===== config.mk =====
export PLATFORM = sky130hd
export DESIGN_NAME = if_redirect_unit
export DESIGN_NICKNAME = d
export VERILOG_FILES = /design/src/rtl/if_redirect_unit.sv
export SDC_FILE = /design/constraint.sdc
export NUM_CORES = 1
export LEC_CHECK = 0
export BUFFER_PORTS_ARGS = -buffer_cell sky130_fd_sc_hd__buf_2
export CORE_UTILIZATION = 45
export DETAILED_ROUTE_END_ITERATION = 8
export PLACE_DENSITY = 0.73
export SYNTH_ARGS = -nofsm -noshare
export SYNTH_HDL_FRONTEND = slang
export SYNTH_SLANG_ARGS = --single-unit

===== constraint.sdc =====
create_clock -name clk -period 2 [get_ports clk]
set_input_delay 0.1 -clock clk [delete_from_list [all_inputs] [get_ports clk]]
set_output_delay 0.1 -clock clk [all_outputs]
set_load 0.05 [all_outputs]

===== src/rtl/if_redirect_unit.sv =====
// Fetch PC owner: applies EX redirects, holds on stalls, discards wrong-path fetches.
// Optional REDIRECT_STATS_EN adds saturating redirect/discard counters.
`ifndef PC_WIDTH
`define PC_WIDTH 32
`endif

module if_redirect_unit #(
    parameter logic [`PC_WIDTH-1:0] RESET_PC = '0,
    parameter logic [`PC_WIDTH-1:0] PC_STEP  = `PC_WIDTH'd4
) (
    input  logic                 clk,
    input  logic                 rst,
    input  logic                 i_change_pc,
    input  logic [`PC_WIDTH-1:0] i_alu_pc,
    input  logic                 i_stall,
    input  logic                 i_imem_ready,
    output logic [`PC_WIDTH-1:0] o_pc,
    output logic [`PC_WIDTH-1:0] o_pc_plus4,
    output logic                 o_imem_req,
    output logic                 o_fetch_valid,
    output logic                 o_flush_ifid,
    output logic                 o_flush_idex
`ifdef REDIRECT_STATS_EN
    ,
    output logic [31:0]          o_redirect_cnt,
    output logic [31:0]          o_discard_cnt
`endif
);

    typedef enum logic [1:0] {
        S_BOOT,
        S_RUN,
        S_DISCARD
    } state_t;

    state_t               r_state;
    logic [`PC_WIDTH-1:0] r_pc;
    logic [`PC_WIDTH-1:0] r_pending_pc;
    logic [`PC_WIDTH-1:0] w_pc_seq;
    logic                 w_active;

    assign w_active      = (r_state != S_BOOT);
    assign w_pc_seq      = r_pc + PC_STEP;
    assign o_pc          = r_pc;
    assign o_pc_plus4    = w_pc_seq;
    assign o_imem_req    = w_active;
    assign o_flush_ifid  = i_change_pc & w_active;
    assign o_flush_idex  = i_change_pc & w_active;
    assign o_fetch_valid = (r_state == S_RUN) & ~i_change_pc
                         & ~i_stall & i_imem_ready;

    always_ff @(posedge clk) begin
        if (rst) begin
            r_state      <= S_BOOT;
            r_pc         <= RESET_PC;
            r_pending_pc <= '0;
        end else begin
            unique case (r_state)
                S_BOOT: r_state <= S_RUN;
                S_RUN: begin
                    if (i_change_pc) begin
                        if (i_imem_ready) begin
                            r_pc <= i_alu_pc;
                        end else begin
                            // fetch in flight: o_pc must hold until it returns
                            r_pending_pc <= i_alu_pc;
                            r_state      <= S_DISCARD;
                        end
                    end else if (!i_stall && i_imem_ready) begin
                        r_pc <= w_pc_seq;
                    end
                end
                S_DISCARD: begin
                    if (i_change_pc) begin
                        r_pending_pc <= i_alu_pc;
                    end
                    if (i_imem_ready) begin
                        r_pc    <= i_change_pc ? i_alu_pc : r_pending_pc;
                        r_state <= S_RUN;
                    end
                end
                default: r_state <= S_BOOT;
            endcase
        end
    end

`ifdef REDIRECT_STATS_EN
    always_ff @(posedge clk) begin
        if (rst) begin
            o_redirect_cnt <= '0;
            o_discard_cnt  <= '0;
        end else begin
            if (i_change_pc && w_active && (o_redirect_cnt != '1)) begin
                o_redirect_cnt <= o_redirect_cnt + 32'd1;
            end
            if ((r_state == S_RUN) && i_change_pc && !i_imem_ready
                && (o_discard_cnt != '1)) begin
                o_discard_cnt <= o_discard_cnt + 32'd1;
            end
        end
    end
`endif

endmodule


* Word level (Yosys, flattened, before mapping) *
Cells that the tools add are included.

word-level totals
  flip-flop bits (word level) = 66
  bits in latches = 0
  RAM bits = 0
  memory bits (read-only) = 0
  input bits = 37
  output and inout port bits = 68
  logic and storage cells = 38
  memories = 0

cells by class
  $add $sub $neg = 1
  multiply operators = 0
  div/mod/pow operators = 0
  order comparisons = 0
  equal/unequal tests = 7
  shift-type cells = 0
  multiplexer cells = 13
  bitwise gates (word level) = 6
  reductions and logical operators = 8

operators with widths
  operator                                                                  count
  32-bit two-way mux                                                        7
  32-bit one-hot mux with 2 select lines                                    2
  32-bit by 3-bit adder with 32-bit output (second input constant)          1
  2-bit two-way mux                                                         3
  2-bit inequality test (second input constant)                             3
  2-bit one-hot mux with 3 select lines                                     1
  3-bit AND reduction                                                       2
  1-bit bitwise AND                                                         4
  4-bit AND reduction                                                       1
  2-bit nonzero test                                                        2
  3-bit by 2-bit inequality test with 1-bit output (second input constant)  1
  3-bit inequality test (second input constant)                             1
  2-bit by 1-bit equality test with 1-bit output (second input constant)    1
  2-bit equality test (second input constant)                               1
  2-bit logical NOT                                                         1
  1-bit NOT                                                                 2
  1-bit logical AND                                                         1
  1-bit logical NOT                                                         1

* Logic depth before layout (Yosys ltp) *
  depth after elaboration = 5
  mapped depth = 9
  depth with buffers taken out = 7

* Worst setup path after synthesis *
Ideal clock, no wire load.

  path type = register to output
  start point = reg r_pc[2], in the netlist o_pc[2]
  end point = out o_pc_plus4[22]
  data arrival time = 2.636 ns
  data required time = 1.900 ns
  slack = -0.736 ns
  stages on the path, launching flop included = 6
  path buffers = 0
  cells stage by stage = dfxtp_1 ha_1 nand3_1 nor4_4 nand4_1 xnor2_1

between the ends
  word-level cells in the longest chain between the ends = 1

RTL lines
  what                                      RTL line  text
  from (decl)                               37        logic [`PC_WIDTH-1:0] r_pc;
  from (signal assigned)                    63        r_pc <= i_alu_pc;
  from (signal assigned)                    70        r_pc <= w_pc_seq;
  from (signal assigned)                    78        r_pc <= i_change_pc ? i_alu_pc : r_pending_pc;
  32-bit by 3-bit adder with 32-bit output  43        assign w_pc_seq = r_pc + PC_STEP;
  to (decl)                                 18        output logic [`PC_WIDTH-1:0] o_pc_plus4,

Every way passes these cells.

* Worst setup path in the final report *
  start point = reg r_pc[15], in the netlist o_pc[15]
  end point = out o_pc_plus4[27]

Same word-level chain as after synthesis.

==> metrics.cfg <==
[yosys]
synth_sequential_area_ratio=0.339
postSynthRegisterBits=66
synthCells=524
synth_top_family_by_area=simple AND/OR/NAND/NOR gates
xor_xnor_cell_area_share_of_the_yosys_netlist=0.0630
synth_fa_ha_area_frac=0.0129
synth.distinct_cells=56
yosysWarnings=0
async_flop_share=0
post_synth_main_area_contributors=sky130_fd_sc_hd__dfxtp_1 (34%), sky130_fd_sc_hd__nand2_1 (10%), sky130_fd_sc_hd__a21oi_1 (9.0%), sky130_fd_sc_hd__xnor2_1 (4.7%), sky130_fd_sc_hd__o21ai_0 (3.7%)
synth_area_sq_um=3890
yosys-mux-area-fraction=0.0129
synth-compound-area-share=0.246
synth-edff-count=0
simple_logic_cell_fraction_of_the_synthesized_area=0.270
syn_area_per_cell_sq_um=7.43
top_cell_type_s_share_of_synthesized_area=0.339
synth_top_area_cell=sky130_fd_sc_hd__dfxtp_1
syn-num-nets=565
synth_top_flop_cell=sky130_fd_sc_hd__dfxtp_1

[worst_setup_path]
crit-reg2reg-launch=o_pc[15]
timing.critical_path.to_type=primary output
reg2reg_slack_ps=110
critical_path_class=reg2out
worstReg2RegEnd=o_pc[29]
startpoint_type=flip-flop
worst-endpoint-required_ps=1900
r2r.worst_path.cells=6
critPathMaxFanout=5
critPathArrivalTime_ps=1960

[timing]
slew_viol_final=0
final_min_period_over_clock_period=1.03
max_clock_freq_ghz=0.485
relSlewSlack=0.723
finalSetupViolCount=7
worst_hold_slack_ps=7.43
finalWorstPathRequiredPeriod_ps=2060
rsz0062_at_grt=true
timing.final.ws_setup_ps=-63.7
worst_clock_skew_ps=9.28
worst_slew_pin_slew_ps=415
report.final.hold_viol_count=0
setup_tns_ps=-273

[global_routing]
global_route.overflow_total=0
combined_global_route_utilization_of_all_metal_layers=0.291
grt_pass1_vias=4018
grt_max_degree=38
antenna_found_initial=0
wire_length_of_the_first_global_routing_pass_microns=20300

[placed_design]
preCtsSetupSlack_ps=0.797
hpwl_microns=9010
dpl.cell_count=745
finalWeightedCongestion=0.905
placement.io_buffers=104
postPlaceCellArea_sq_um=5110

[floorplan]
initial_cell_density_of_the_core=0.469
die_w_microns=95.0
core_area_sq_um=8300
placement_rows=33
io_pins=105
die_height_microns=95.0
design.die.area_sq_um=9030

[layout]
antenna_cells_inserted=0
flow.area_growth_from_synthesis_pct=51.6
finish.instance_area_sq_um=5900
fraction_of_final_layout_cells_sized_beyond_drive_strength_1=0.409
number_of_non_filler_instances_in_the_completed_layout=795
final_net_count=726

[worst_hold_path]
holdCritStartpoint=i_alu_pc[8]
min_delay_path_depth=3
hold_path_end=r_pending_pc[8]
min-delay-path-class=in2reg

[detailed_routing]
vias_per_cell=5.91
final_antenna_net_count=0
drt_first_pass_iters=6
postRouteWirelength_microns=13500
drt_first_iter_violations=376
drt-wirelength-per-cell_microns=17.0
route.vias.total=4695
drc_errors_left=0

[clock_tree]
worst_skew_pair.late_latency_ps=340
cts-root-to-sink-buffers=2
tritoncts.num_buffers=9
clock_tree_root_driver_cell=sky130_fd_sc_hd__clkbuf_8
cts_tree=built
clkSinkCount=66
clk_pin_slew_worst_paths_ps=70
clock_tree.htree_level_count=3

[power]
power.density_nw_per_um2=716
vdd_drop_max_uv=457
cellLeakagePower_uw=0.00260

[run_status]
failed_checks=setup timing
run_status=complete, but fails checks

[job]
max_cap_viol_count=0

==> worst max path at each step <==
| stage | end | startpoint | slack, ps | cells after the start |
|---|---|---|---|---|
| floorplan | o_pc_plus4[27] | o_pc[13] | -20 | 5 |
| global placement | o_pc_plus4[24] | o_pc[2] | 30 | 6 |
| detailed placement | o_pc[22] | o_pc[2] | 0.8 | 6 |
| CTS | o_pc_plus4[13] | o_pc[8] | -20 | 6 |
| global route | o_pc_plus4[27] | o_pc[5] | -130 | 7 |
| finish | o_pc_plus4[27] | o_pc[15] | -60 | 7 |
==> cells in the mapped netlist (all sizes together) (2+ instances only) <==
cell type    n
a211oi       3
a21oi       70
a221oi       2
a31oi        3
a32o         4
and3        16
and4         2
buf          8
clkbuf      31
dfxtp       66
ha           4
inv         16
mux2i        5
nand2      104
nand2b       3
nand3       20
nand3b       2
nand4        9
nor2        32
nor3         6
nor4         7
o211ai      14
o21ai       30
o22ai       10
o311ai       2
o31a         2
o31ai        2
o32a         5
or2          2
or3          2
or4          3
xnor2       21
xor2         7
==> sequential cells by signal, indices dropped and copies added (netlist names) <==
signal        count
r_pending_pc     32
o_pc             32
r_state           2
==> critical path: stages, from the launching register on <==
cell and delay, ps:
sky130_fd_sc_hd__dfxtp_2 360, sky130_fd_sc_hd__clkinvlp_4 150, sky130_fd_sc_hd__nor4_4 320, sky130_fd_sc_hd__buf_4 190, sky130_fd_sc_hd__nand3_4 110, sky130_fd_sc_hd__nor2_4 170, sky130_fd_sc_hd__xor2_4 150, sky130_fd_sc_hd__buf_6 170
==> cells by family after synthesis <==
kind of cell    Yosys count
simple gates            209
compound gates          157
flops                    66
buf+inv                  55
xor+xnor                 28
mux                       5
fa+ha+maj                 4
==> metrics by stage <==
step                power (uW)  utilization
finish                    4230        0.711
global route              4420        0.711
CTS                       4190        0.685
detailed placement        2950        0.616
global placement          2930        0.616
floorplan                 2570            -
==> cell usage in the layout, fill, tap and decap left out, types with 3 or more instances in the layout <==
cell type                       instances
sky130_fd_sc_hd__a32o_1                 4
sky130_fd_sc_hd__xnor2_4                6
sky130_fd_sc_hd__buf_4                 78
sky130_fd_sc_hd__mux2i_1                5
sky130_fd_sc_hd__dfxtp_1               41
sky130_fd_sc_hd__o22ai_1               10
sky130_fd_sc_hd__xor2_4                 3
sky130_fd_sc_hd__o21ai_0               29
sky130_fd_sc_hd__and3_1                13
sky130_fd_sc_hd__o32a_1                 5
sky130_fd_sc_hd__inv_1                 15
sky130_fd_sc_hd__xnor2_1                5
sky130_fd_sc_hd__clkbuf_1               3
sky130_fd_sc_hd__dfxtp_4               10
sky130_fd_sc_hd__o211ai_1              14
sky130_fd_sc_hd__nand3_4                3
sky130_fd_sc_hd__xnor2_2               10
sky130_fd_sc_hd__a211oi_1               3
sky130_fd_sc_hd__nor3_1                 4
sky130_fd_sc_hd__buf_6                 23
sky130_fd_sc_hd__nor2_4                 6
sky130_fd_sc_hd__nand3_2                4
sky130_fd_sc_hd__nor2_1                26
sky130_fd_sc_hd__clkbuf_8              11
sky130_fd_sc_hd__dfxtp_2               15
sky130_fd_sc_hd__nand2b_1               3
sky130_fd_sc_hd__buf_2                 81
sky130_fd_sc_hd__nand4_4                3
sky130_fd_sc_hd__nand4_1                5
sky130_fd_sc_hd__nand3_1               13
sky130_fd_sc_hd__a21oi_1               70
sky130_fd_sc_hd__nor4_4                 3
sky130_fd_sc_hd__nand2_1              100
sky130_fd_sc_hd__a31oi_1                3
sky130_fd_sc_hd__dlygate4sd3_1          4
sky130_fd_sc_hd__nand2_2                4
==> per-layer routing <==
layer / up-vias / GRT usage / routed length, microns
met3: 43 / 0.0383 / 1150
li1: 2192 / - / -
met1: 2179 / 0.406 / 5620
met4: 0 / 0.0884 / 384
met5: - / 0 / 0
met2: 281 / 0.468 / 6370
==> final cells by class <==
| class | instances | area, sq um |
|---|---|---|
| multi-input cells | 404 | 2790 |
| fillers | 626 | 2400 |
| flip-flops and latches | 66 | 1380 |
| repair buffers | 188 | 1330 |
| clock buffers | 16 | 213 |
| well taps | 105 | 131 |
| inverters | 16 | 63.8 |
==> power by group <==
group / switching (uW) / internal [uW] / total (uW)
sequential: 143 / 1430 / 1570
clock: 518 / 673 / 1190
combinational: 967 / 498 / 1470
total: 1630 / 2600 / 4230
==> timing repair <==
action,in CTS,in global routing
hold buffers,3,1
pin swaps,11,9
endpoints found under the hold margin,3,1
gates resized for setup,54,32
cloned,0,1
endpoints found under the setup margin,25,39
setup buffers,18,11
No activity file was read; power rests on OpenSTA's default activity.
